==> src/rtl/axis_uart_tx.sv <==
// UART transmitter: AXI-Stream byte input, small elastic FIFO, DATA_WIDTH data bits, STOP_BITS stop bits.
// Bit period is max(prescale,1)*8 clocks, latched at the start of each frame.
module axis_uart_tx #(
    parameter int DATA_WIDTH = 8,
    parameter int STOP_BITS  = 1,
    parameter int FIFO_DEPTH = 4
) (
    input  logic                  i_clk,
    input  logic                  i_rst_n,
    input  logic [15:0]           i_prescale,
    input  logic [DATA_WIDTH-1:0] i_tdata,
    input  logic                  i_tvalid,
    output logic                  o_tready,
    output logic                  o_txd,
    output logic                  o_busy
);
    localparam int PTR_W = $clog2(FIFO_DEPTH);
    localparam int CNT_W = PTR_W + 1;
    localparam int BIT_W = $clog2(DATA_WIDTH + 1);

    typedef enum logic [1:0] {IDLE, START, DATA, STOP} state_t;

    // Clamp prescale to at least 1; 16 bits * 8 needs 19 bits.
    function automatic logic [18:0] bit_len_of(input logic [15:0] prescale);
        logic [15:0] p;
        p = (prescale == 16'd0) ? 16'd1 : prescale;
        return {p, 3'b000};
    endfunction

    logic [DATA_WIDTH-1:0] mem [FIFO_DEPTH];
    logic [PTR_W-1:0]      wr_ptr;
    logic [PTR_W-1:0]      rd_ptr;
    logic [CNT_W-1:0]      count;
    logic [CNT_W-1:0]      count_next;
    logic                  push;
    logic                  pop;
    logic                  has_data;

    state_t                state;
    state_t                state_next;
    logic [18:0]           bit_len;
    logic [18:0]           bit_len_next;
    logic [18:0]           cnt;
    logic [18:0]           cnt_next;
    logic [BIT_W-1:0]      bit_idx;
    logic [BIT_W-1:0]      bit_idx_next;
    logic [DATA_WIDTH-1:0] shift;
    logic [DATA_WIDTH-1:0] shift_next;
    logic                  txd_next;
    logic                  busy_next;
    logic                  bit_done;
    logic                  start;

    // Input FIFO: o_tready already reflects !full, so a full FIFO refuses even with a same-edge pop.
    assign push       = i_tvalid && o_tready;
    assign has_data   = (count != '0);
    assign count_next = count + CNT_W'(push) - CNT_W'(pop);

    always_ff @(posedge i_clk) begin
        if (push) begin
            mem[wr_ptr] <= i_tdata;
        end
    end

    always_ff @(posedge i_clk) begin
        if (!i_rst_n) begin
            wr_ptr   <= '0;
            rd_ptr   <= '0;
            count    <= '0;
            o_tready <= 1'b1;
        end else begin
            if (push) begin
                wr_ptr <= wr_ptr + 1'b1;
            end
            if (pop) begin
                rd_ptr <= rd_ptr + 1'b1;
            end
            count    <= count_next;
            o_tready <= (count_next != CNT_W'(FIFO_DEPTH));
        end
    end

    assign bit_done = (cnt == bit_len - 19'd1);

    always_comb begin
        state_next   = state;
        cnt_next     = cnt + 19'd1;
        bit_idx_next = bit_idx;
        shift_next   = shift;
        bit_len_next = bit_len;
        txd_next     = o_txd;
        busy_next    = o_busy;
        pop          = 1'b0;
        start        = 1'b0;

        case (state)
            IDLE: begin
                cnt_next  = '0;
                txd_next  = 1'b1;
                busy_next = 1'b0;
                start     = has_data;
            end
            START: begin
                if (bit_done) begin
                    state_next   = DATA;
                    cnt_next     = '0;
                    bit_idx_next = '0;
                    txd_next     = shift[0];
                    shift_next   = shift >> 1;
                end
            end
            DATA: begin
                if (bit_done) begin
                    cnt_next = '0;
                    if (bit_idx == BIT_W'(DATA_WIDTH - 1)) begin
                        state_next   = STOP;
                        bit_idx_next = '0;
                        txd_next     = 1'b1;
                    end else begin
                        bit_idx_next = bit_idx + 1'b1;
                        txd_next     = shift[0];
                        shift_next   = shift >> 1;
                    end
                end
            end
            STOP: begin
                if (bit_done) begin
                    cnt_next = '0;
                    if (bit_idx == BIT_W'(STOP_BITS - 1)) begin
                        // Chain straight into the next frame when data is waiting.
                        start = has_data;
                        if (!has_data) begin
                            state_next = IDLE;
                            busy_next  = 1'b0;
                        end
                    end else begin
                        bit_idx_next = bit_idx + 1'b1;
                    end
                end
            end
            default: begin
                state_next = IDLE;
            end
        endcase

        if (start) begin
            pop          = 1'b1;
            shift_next   = mem[rd_ptr];
            bit_len_next = bit_len_of(i_prescale);
            state_next   = START;
            cnt_next     = '0;
            txd_next     = 1'b0;
            busy_next    = 1'b1;
        end
    end

    always_ff @(posedge i_clk) begin
        if (!i_rst_n) begin
            state   <= IDLE;
            cnt     <= '0;
            bit_idx <= '0;
            o_txd   <= 1'b1;
            o_busy  <= 1'b0;
        end else begin
            state   <= state_next;
            cnt     <= cnt_next;
            bit_idx <= bit_idx_next;
            o_txd   <= txd_next;
            o_busy  <= busy_next;
        end
    end

    always_ff @(posedge i_clk) begin
        shift   <= shift_next;
        bit_len <= bit_len_next;
    end

endmodule

==> config.mk <==
export PLATFORM = sky130hd
export DESIGN_NAME = axis_uart_tx
export DESIGN_NICKNAME = d
export VERILOG_FILES = /design/src/rtl/axis_uart_tx.sv
export SDC_FILE = /design/constraint.sdc
export NUM_CORES = 1
export LEC_CHECK = 0
export ABC_AREA = 1
export BUFFER_PORTS_ARGS = -buffer_cell sky130_fd_sc_hd__buf_4
export CAP_MARGIN = 40
export CORE_ASPECT_RATIO = 1.2
export CORE_MARGIN = 3
export CORE_UTILIZATION = 51
export DETAILED_ROUTE_END_ITERATION = 10
export GPL_TIMING_DRIVEN = 0
export PLACE_DENSITY = 0.69
export SYNTH_ARGS = -nofsm -noshare
export SYNTH_HDL_FRONTEND = slang
export SYNTH_SLANG_ARGS = --single-unit
==> constraint.sdc <==
create_clock -name i_clk -period 3.5 [get_ports i_clk]
set_input_delay 0.525 -clock i_clk [delete_from_list [all_inputs] [get_ports i_clk]]
set_output_delay 0.525 -clock i_clk [all_outputs]
set_load 0.05 [all_outputs]
==> summary.txt, run 1 <==
Run status
  • Outcome: completed

Power and ir drop
  • Internal cell power: 2.44 mW
  • Fraction of power consumed by sequential logic: 0.412
  • Fraction of power spent switching nets: 0.408
  • Worst VDD drop: 543 uV
  • Total power divided by cell area: 738 nW/um^2
  • Pwr Total: 4.13 mW
  • Part of the power in combinational logic: 0.431
  • Leakage: 2.32 nW
  • Total net switching power: 1.69 mW
  • Proportion of power drawn by the clock network: 0.158

CTS
  • Hold_buf cts: 0
  • CTS tree: yes
  • Register clock-pin slew on the reported worst setup and hold paths: 100 ps
  • Clock tree root driver cell: clkbuf_8
  • Maximum clock insertion buffer count: 2
  • Number of clock sinks seen by CTS: 93
  • Number of clock buffers inserted by TritonCTS: 9
  • Maximum level of the CTS H-tree: 3
  • Worst-skew pair later-pin latency: 370 ps

Logic synthesis
  • Post-synthesis sequential area ratio: 0.501
  • Number of warning messages in the yosys log: 0
  • Count of different cell masters after synthesis: 40
  • Synth Area per Inst: 8.57 sq um
  • Register bit count reported by yosys: 93
  • Syn nets: 606
  • Cells after synthesis: 564
  • Synthesized area: 4830 sq um

Global routing
  • Antenna violations before repair: 0
  • Vias in the first global route: 3542
  • Total congestion overflow: 0
  • First-pass GRT wire length: 15500 um
  • Largest net degree at the start of global routing: 26
  • Global-route usage over all layers: 0.187

STA
  • Number of endpoints failing setup at the final stage: 0
  • Number of pins with negative max-slew slack in the final report: 0
  • Transition time of the tightest slew-check pin: 775 ps
  • Total count of hold-check failures in the final report: 0
  • Slew margin rel.: 0.481
  • Final period util: 0.943
  • Worst-case clock skew: 17.8 ps
  • FMAX: 303 MHz
  • Final critical path time including I/O delays and setup: 3300 ps

Worst setup path
  • Startpoint type of the worst setup path: register
  • Cell chain of the critical path: nor2_2 > nand2_4 > nor2_4 > buf_4 > nand2_1 > nand2_1 > nand2_1 > nor2_4 > nand4_2 > nor2_2 > nand3_1 > nand2_2 > nand2_4 > buf_6 > nand3_1 > nand2_1 > ha_1 > fa_2 > or2_2 > a21oi_2 > nand2_1
  • Endpoint kind of the worst setup timing path: register
  • Peak fanout along the critical path: 10
  • Critical path data required time: 3760 ps
  • Arrival time reported for the critical path endpoint: 3560 ps
  • Crit-path max cell delay: 480 ps
  • Cell occurring most often along the worst timing path: nand2_1
  • Slowest-stage cell, CP: edfxtp_1
  • Kind of critical path: register to register

Placed design
  • Detailed placer's ending HPWL: 6980 um
  • RD Place Congestion: 0.869
  • Count of input and output buffers: 29
  • Dpl cell area: 5210 sq um

Floorplan
  • Die area: 10700 sq um
  • Initial Utilization: 0.530
  • Top Ports: 30
  • Die Y: 113 um
  • Placeable core region: 9130 sq um
  • # rows: 38
  • Die span in x: 94.9 um

Finish
  • Final instance area: 5590 sq um
  • Commonest cells after routing, fill and taps aside: nand2_1, nor2_1, inv_1
  • Count of inserted antenna diode cells: 0
  • Most frequent standard cell in the layout excluding fill and tap cells: nand2_1
  • Final-stage net count: 660
  • Share of post-route cells with drive strength above 1: 0.177
  • Layout overhead on the synthesized area: 15.6%
  • Fill count: 796

Drt
  • Via-per-instance ratio: 5.00
  • Total wire length after detailed routing: 9670 um
  • WL/cell: 13.0 um
  • Detailed-router iteration count before antenna repair: 4
  • Count of nets left with antenna violations after detail routing: 0
  • Vias: 3708
  • Initial drt markers: 165
  • Number of design rule violations left after detail routing: 0

Hold path
  • Worst Hold Class: primary input to register

Flow run
  • Max-cap violation count: 0
==> cells by family after synthesis <==
logic type | count (synthesis) | share of synthesized area
xor gates and xnor gates | 35 | 0.0634
buffers and inverters | 93 | 0.0750
AOI/OAI and AO/OA | 54 | 0.0624
adders and majority gates | 15 | 0.0404
and+or+nand+nor | 274 | 0.258
DFF | 93 | 0.501
==> per-layer routing <==
| metal | up-vias | wire (um) | global-route usage |
|---|---|---|---|
| met4 | 0 | 277 | 0.0982 |
| met1 | 1715 | 4180 | 0.220 |
| li1 | 1917 | - | - |
| met5 | - | 0 | 0 |
| met2 | 58 | 4850 | 0.316 |
| met3 | 18 | 361 | 0.0395 |
==> power groups by stage <==
stage,clock [mW],combinational (mW),sequential (mW)
2_1_floorplan,0,1.15,1.70
4_1_cts,0.658,1.56,1.69
3_5_place_dp,0,1.55,1.71
3_3_place_gp,0,1.51,1.70
6_report,0.651,1.78,1.70
5_1_grt,0.706,1.99,1.73
==> synthesized netlist by cell type (all sizes together) <==
library cell / n / area share
inv: 70 / 0.054
nand2: 125 / 0.10
o22ai: 7 / 0.0091
nor4: 4 / 0.0052
clkbuf: 18 / 0.014
nor2: 93 / 0.082
xor2: 26 / 0.047
clkinv: 2 / 0.0018
o21ai: 29 / 0.031
a211oi: 2 / 0.0031
dfxtp: 37 / 0.15
buf: 3 / 0.0049
ha: 14 / 0.036
o211ai: 1 / 0.0016
nor3: 6 / 0.0093
or2: 4 / 0.0052
o21a: 1 / 0.0016
xnor2: 9 / 0.016
nand4: 6 / 0.012
edfxtp: 56 / 0.35
a21oi: 13 / 0.014
fa: 1 / 0.0041
nand3b: 4 / 0.0062
nand3: 32 / 0.033
a41o: 1 / 0.0021
==> per-stage QoR <==
step	util	setup WS (ps)	hold slack [ps]	std cells	TNS [ps]
global route	0.612	-3.69	332	742	-3.69
finish	0.612	198	355	742	0
detailed placement	0.570	-47.3	438	714	-47.3
floorplan	-	357	418	564	0
global placement	0.570	-14.8	436	713	-14.8
CTS	0.591	0.636	344	729	0
==> worst max-delay path: cells and delay by family (launching register included) <==
kind	cells	cell delay, ps
buf+inv	2	280
simple gates	16	1730
fa+ha+maj	2	530
flops	1	480
compound gates	1	160
==> cell type report <==
type,count,area [sq um],share of cell area
Sequential cell,93,2420,0.433
Multi-Input combinational cell,378,2150,0.384
Timing Repair Buffer,43,320,0.0573
Inverter,72,272,0.0486
Tap cell,120,150,0.0269
Clock buffer,9,124,0.0222
Buffer,21,106,0.0190
Clock inverter,6,47.5,0.00851
==> path summary, 6_finish.rpt <==
path              startpoint        end  slack (ps)  cells past startpoint
setup reg to reg  bit_len[5]   o_tready         200                     21
hold / removal    i_tdata[6]  mem[0][6]         360                      1
hold reg to reg       cnt[0]     cnt[0]         450                      1
setup / recovery  bit_len[5]   o_tready         200                     21
==> registers in the layout (all words and copies together) (netlist names), named ones only <==
signal	count
count	3
o_txd	1
o_busy	1
bit_idx	4
mem	32
shift	8
o_tready	1
cnt	19
bit_len	16
rd_ptr	2
state	2
wr_ptr	2
==> timing repair <==
item | CTS | global route
setup buffers | 0 | 13
gates resized for setup | 4 | 24
setup endpoints to repair | 1 | 3
hold endpoints to repair | 0 | 0
pin swaps | 0 | 13
No activity file was read; power rests on OpenSTA's default activity.
==> run 2: changes to the inputs <==
Settings changed: CORE_ASPECT_RATIO 1.2 to 0.9.
==> summary.txt, run 2 (synthesized netlist as in run 1, its figures left out) <==
Run status
  • Outcome: completed

Global routing
  • Largest net degree at the start of global routing: 26
  • First-pass GRT wire length: 16000 um
  • Total congestion overflow: 0
  • Antenna violations before repair: 0
  • Global-route usage over all layers: 0.188
  • Vias in the first global route: 3527

Worst setup path
  • Arrival time reported for the critical path endpoint: 3520 ps
  • Critical path data required time: 3770 ps
  • Kind of critical path: register to register
  • Startpoint type of the worst setup path: register
  • Endpoint kind of the worst setup timing path: register
  • Peak fanout along the critical path: 10

CTS
  • Register clock-pin slew on the reported worst setup and hold paths: 100 ps
  • CTS tree: yes
  • Number of clock sinks seen by CTS: 93
  • Clock tree root driver cell: clkbuf_8
  • Maximum level of the CTS H-tree: 3
  • Worst-skew pair later-pin latency: 370 ps
  • Number of clock buffers inserted by TritonCTS: 9
  • Maximum clock insertion buffer count: 2

STA
  • Transition time of the tightest slew-check pin: 760 ps
  • FMAX: 307 MHz
  • Crit path setup slack, layout: 247 ps
  • Slew margin rel.: 0.492
  • Total count of hold-check failures in the final report: 0
  • Final critical path time including I/O delays and setup: 3250 ps
  • Number of endpoints failing setup at the final stage: 0
  • Number of pins with negative max-slew slack in the final report: 0
  • Worst-case clock skew: 16.2 ps
  • Summed negative setup slack over all endpoints: 0 ps
  • Hold_ws: 349 ps
  • Final period util: 0.929

Finish
  • Layout overhead on the synthesized area: 14.6%
  • Share of post-route cells with drive strength above 1: 0.165
  • Final cell count without fillers: 739
  • Final instance area: 5540 sq um
  • Number of flip-flops under the largest register name: 32
  • Most frequent standard cell in the layout excluding fill and tap cells: nand2_1
  • Share of the core filled with cells in the final layout: 0.605
  • Count of inserted antenna diode cells: 0
  • Final-stage net count: 654
  • Largest register by flop count: mem
  • Largest registers: mem: 32 flops, cnt: 19 flops, bit_len: 16 flops
  • Commonest cells after routing, fill and taps aside: nand2_1, nor2_1, inv_1

Floorplan
  • Die Y: 98.4 um
  • Die span in x: 109 um
  • Top Ports: 30
  • Initial Utilization: 0.527
  • Placeable core region: 9170 sq um
  • Die area: 10700 sq um
  • # rows: 33

Power and ir drop
  • Total power divided by cell area: 741 nW/um^2
  • Worst VDD drop: 444 uV
  • Leakage: 2.28 nW
  • Pwr Total: 4.11 mW

Placed design
  • Setup WS pre-CTS: -84.9 ps
  • Dpl cell area: 5210 sq um
  • Detailed placer's ending HPWL: 6900 um
  • RD Place Congestion: 0.861
  • Count of input and output buffers: 29
  • Placed cells: 716

Drt
  • Initial drt markers: 191
  • WL/cell: 12.6 um
  • Detailed-router iteration count before antenna repair: 4
  • Via-per-instance ratio: 4.99
  • Count of nets left with antenna violations after detail routing: 0
  • Number of design rule violations left after detail routing: 0
  • Vias: 3690
  • Total wire length after detailed routing: 9280 um

Flow run
  • Max-cap violation count: 0

Hold path
  • Worst Hold Class: primary input to register
run 2: changes by cell type in the layout (fill, tap and decap cells not counted), moves of 2 or more:
| cell | previous run | this run |
|---|---|---|
| buf_4 | 43 | 37 |
| inv_6 | 3 | 0 |
| inv_8 | 0 | 4 |
| nand2_4 | 4 | 2 |
| nor2_2 | 6 | 9 |
| nor2_4 | 7 | 4 |
run 2: worst max-delay path, stage by stage (launching register included):
cell      delay, ps
edfxtp_1        490
nor2_2          200
nand2_2         110
nor2_8          150
nand2_1         100
xor2_2          200
nand4_2         120
nor2_2          130
nand3_1          90
nand2_2         120
nand2_8          80
buf_6           150
nand3_1          60
nand2_1          50
ha_1            190
fa_2            340
or2_2           310
a21oi_2         160
nand2_1          80
run 2: final timing paths:
path              startpoint   endpoint  slack, ps  cells after the start
setup reg to reg  bit_len[6]   o_tready        250                     18
hold reg to reg       cnt[0]     cnt[0]        450                      1
setup / recovery  bit_len[6]   o_tready        250                     18
hold / removal    i_tdata[5]  mem[1][5]        350                      1
run 2: final cells by class:
| type | instances | area, sq um |
|---|---|---|
| Buffer | 21 | 106 |
| Multi-Input combinational cell | 378 | 2110 |
| Clock inverter | 7 | 77.6 |
| Clock buffer | 9 | 124 |
| Fill cell | 810 | 3620 |
| Timing Repair Buffer | 37 | 275 |
| Tap cell | 122 | 153 |
| Sequential cell | 93 | 2420 |
| Inverter | 72 | 272 |
run 2: timing repair:
action                                  CTS  global route
buffers inserted                          0             7
hold buffers                              0             0
pin swaps                                 0             4
cloned                                    0             0
endpoints found under the setup margin    1             3
resized for setup                         4            15
run 2: where the power goes:
group	leakage, nW	switching [mW]	total, mW	internal (mW)
sequential	0.820	0.183	1.69	1.50
clock	0.100	0.423	0.707	0.285
combinational	1.36	1.08	1.71	0.638
total	2.28	1.68	4.11	2.42
run 2: routing by layer:
| metal | part of all wire | GRT usage |
|---|---|---|
| met1 | 0.44 | 0.237 |
| met2 | 0.51 | 0.324 |
| met3 | 0.038 | 0.0397 |
| met4 | 0.014 | 0.0553 |
| met5 | 0 | 0 |
==> run 3: changes to the inputs <==
Settings changed: ABC_AREA 1 to not set, CORE_UTILIZATION 51 to 35, PLACE_DENSITY 0.69 to not set, REMOVE_ABC_BUFFERS set to 1.
==> summary.txt, run 3 <==
Floorplan
  • Die Y: 115 um
  • Die area: 14600 sq um
  • Initial Utilization: 0.361
  • Placeable core region: 12800 sq um
  • Top Ports: 30
  • Die span in x: 127 um
  • # rows: 39

STA
  • Total count of hold-check failures in the final report: 0
  • Final critical path time including I/O delays and setup: 3840 ps
  • Worst-case clock skew: 4.56 ps
  • Transition time of the tightest slew-check pin: 558 ps
  • Number of pins with negative max-slew slack in the final report: 0
  • Slew margin rel.: 0.627
  • RSZ-0062 raised after global routing: true
  • Final period util: 1.10
  • FMAX: 261 MHz
  • Crit path setup slack, layout: -338 ps
  • Summed negative setup slack over all endpoints: -2120 ps
  • Number of endpoints failing setup at the final stage: 17

Worst setup path
  • Arrival time reported for the critical path endpoint: 4080 ps
  • Critical path data required time: 3740 ps
  • Kind of critical path: register to register
  • Peak fanout along the critical path: 4
  • R2R cell count: 16
  • Startpoint type of the worst setup path: register
  • Destination of the worst register-to-register timing path: o_tready
  • Register-to-register setup slack: -340 ps
  • Endpoint kind of the worst setup timing path: register
  • Start of the worst register-to-register path: bit_len[3]

Placed design
  • RD Place Congestion: 0.835
  • Placed cells: 572
  • Dpl cell area: 4900 sq um
  • Detailed placer's ending HPWL: 6550 um
  • Count of input and output buffers: 29

Power and ir drop
  • Leakage: 1.92 nW
  • Worst VDD drop: 374 uV
  • Total power divided by cell area: 763 nW/um^2

Drt
  • WL/cell: 15.6 um
  • Number of design rule violations left after detail routing: 0
  • Total wire length after detailed routing: 9490 um
  • Count of nets left with antenna violations after detail routing: 0
  • Via-per-instance ratio: 5.16
  • Initial drt markers: 169
  • Detailed-router iteration count before antenna repair: 4
  • Vias: 3135

Logic synthesis
  • EDFF count, synth: 56
  • Fraction of registers with async set/reset: 0
  • Post-synth top flop: edfxtp_1
  • Top-count cell post-synth: edfxtp_1
  • Synthesized area: 4630 sq um
  • Count of different cell masters after synthesis: 65
  • Top cell types by occurrence after synthesis: edfxtp_1, nor2_1, dfxtp_1, clkbuf_1, xnor2_1
  • Post-synthesis sequential area ratio: 0.523
  • Synth Area per Inst: 11.3 sq um
  • Yosys top cell by area: edfxtp_1
  • Cell types with the largest area share after synthesis: edfxtp_1, dfxtp_1, xnor2_1
  • Cells after synthesis: 410
  • Number of warning messages in the yosys log: 0
  • Top cell type's share of synthesized area: 0.363
  • Register bit count reported by yosys: 93

CTS
  • Number of clock sinks seen by CTS: 93
  • Worst-skew pair later-pin latency: 340 ps
  • Maximum clock insertion buffer count: 2
  • Register clock-pin slew on the reported worst setup and hold paths: 70 ps
  • Number of clock buffers inserted by TritonCTS: 9
  • Clock tree root driver cell: clkbuf_16
  • CTS tree: yes
  • Maximum level of the CTS H-tree: 3

Global routing
  • Antenna violations before repair: 0
  • Total congestion overflow: 0
  • Global-route usage over all layers: 0.137
  • First-pass GRT wire length: 15700 um
  • Largest net degree at the start of global routing: 20
  • Vias in the first global route: 3173

Run status
  • Outcome: complete, but fails checks
  • Violations in the final reports: setup timing

Finish
  • Final cell count without fillers: 607
  • Share of post-route cells with drive strength above 1: 0.239
  • Final-stage net count: 480
  • Fill count: 1200
  • Count of inserted antenna diode cells: 0
  • Share of the core filled with cells in the final layout: 0.428
  • Commonest cells after routing, fill and taps aside: edfxtp_1, buf_4, nor2_1
  • Largest registers: mem: 32 flops, cnt: 19 flops, bit_len: 16 flops
  • Largest register by flop count: mem
  • Layout overhead on the synthesized area: 18.7%
  • Final instance area: 5490 sq um
  • Most frequent standard cell in the layout excluding fill and tap cells: edfxtp_1
  • Number of flip-flops under the largest register name: 32

Flow run
  • Max-cap violation count: 0

Hold path
  • Worst hold start: i_prescale[10]
  • Worst hold path depth: 1
  • Endpoint with the worst hold slack: bit_len[13]
  • Worst Hold Class: primary input to register
-- run 3: cell types whose count changed in the layout (fill, tap and decap cells not counted), sizes merged, moves of 9 or more --
cell | previous run | this run
clkbuf | 27 | 10
nand3 | 32 | 19
nor2 | 93 | 45
xor2 | 26 | 17
xnor2 | 9 | 22
mux2i | 0 | 9
nand2 | 125 | 20
o21ai | 29 | 9
inv | 74 | 19
-- run 3: worst max path at each step --
stage | startpoint | endpoint | slack, ps
finish | bit_len[3] | o_tready | -340
global route | bit_len[3] | o_tready | -490
CTS | bit_len[3] | o_tready | -440
detailed placement | bit_len[3] | o_tready | -1390
global placement | bit_len[3] | o_tready | -1280
floorplan | bit_len[3] | o_tready | -800
-- run 3: per-layer routing --
layer / track usage / part of all wire / wire length (um)
met3: 0.0418 / 0.053 / 507
met1: 0.163 / 0.42 / 4010
met5: 0 / 0 / 0
met4: 0.0522 / 0.023 / 220
met2: 0.237 / 0.50 / 4750
-- run 3: critical path: stages (launching register included) --
cell	delay (ps)
edfxtp_1	440
inv_2	90
ha_4	140
or4b_4	490
nor3b_2	190
xnor2_1	110
or4_1	420
or4b_4	540
nor3_4	200
o21ai_4	100
clkinv_4	70
xnor2_2	80
ha_4	160
fa_2	350
xnor2_2	130
and2_4	160
nand2_1	50
-- run 3: power by group --
group          switching (mW)  total (mW)  internal, mW
clock network           0.420       0.980         0.560
logic                   0.807        1.54         0.731
registers               0.208        1.68          1.47
total                    1.44        4.19          2.76
-- run 3: cells by family after synthesis --
| kind of cell | Yosys count | synth area share |
|---|---|---|
| XOR/XNOR | 39 | 0.0738 |
| AND/OR/NAND/NOR | 142 | 0.159 |
| flip-flops | 93 | 0.523 |
| AO/OA/AOI/OAI | 48 | 0.0792 |
| buffers and inverters | 49 | 0.0468 |
| multiplexers | 24 | 0.0762 |
| adder cells (fa/ha/maj) | 15 | 0.0422 |
-- run 3: final cells by class --
| cell class | count | area, sq um | area share |
|---|---|---|---|
| Sequential cell | 93 | 2420 | 0.441 |
| Multi-Input combinational cell | 268 | 2110 | 0.385 |
| Timing Repair Buffer | 47 | 373 | 0.0679 |
| Clock buffer | 10 | 229 | 0.0417 |
| Tap cell | 164 | 205 | 0.0373 |
| Inverter | 18 | 72.6 | 0.0132 |
| Clock inverter | 6 | 70.1 | 0.0128 |
| Timing Repair inverter | 1 | 8.76 | 0.00159 |
-- run 3: what timing repair did --
item | CTS | global route
buffers inserted | 15 | 3
cloned | 1 | 0
endpoints found under the setup margin | 67 | 65
pin swaps | 9 | 5
gates resized for setup | 24 | 7
hold buffers | 0 | 0
-- run 3: metrics by stage --
| stage | power [mW] | worst slack (ps) | hold slack, ps |
|---|---|---|---|
| floorplan | 2.56 | -797 | 430 |
| global placement | 2.85 | -1280 | 443 |
| detailed placement | 2.91 | -1390 | 468 |
| CTS | 4.17 | -445 | 348 |
| global route | 4.44 | -494 | 346 |
| finish | 4.19 | -338 | 366 |
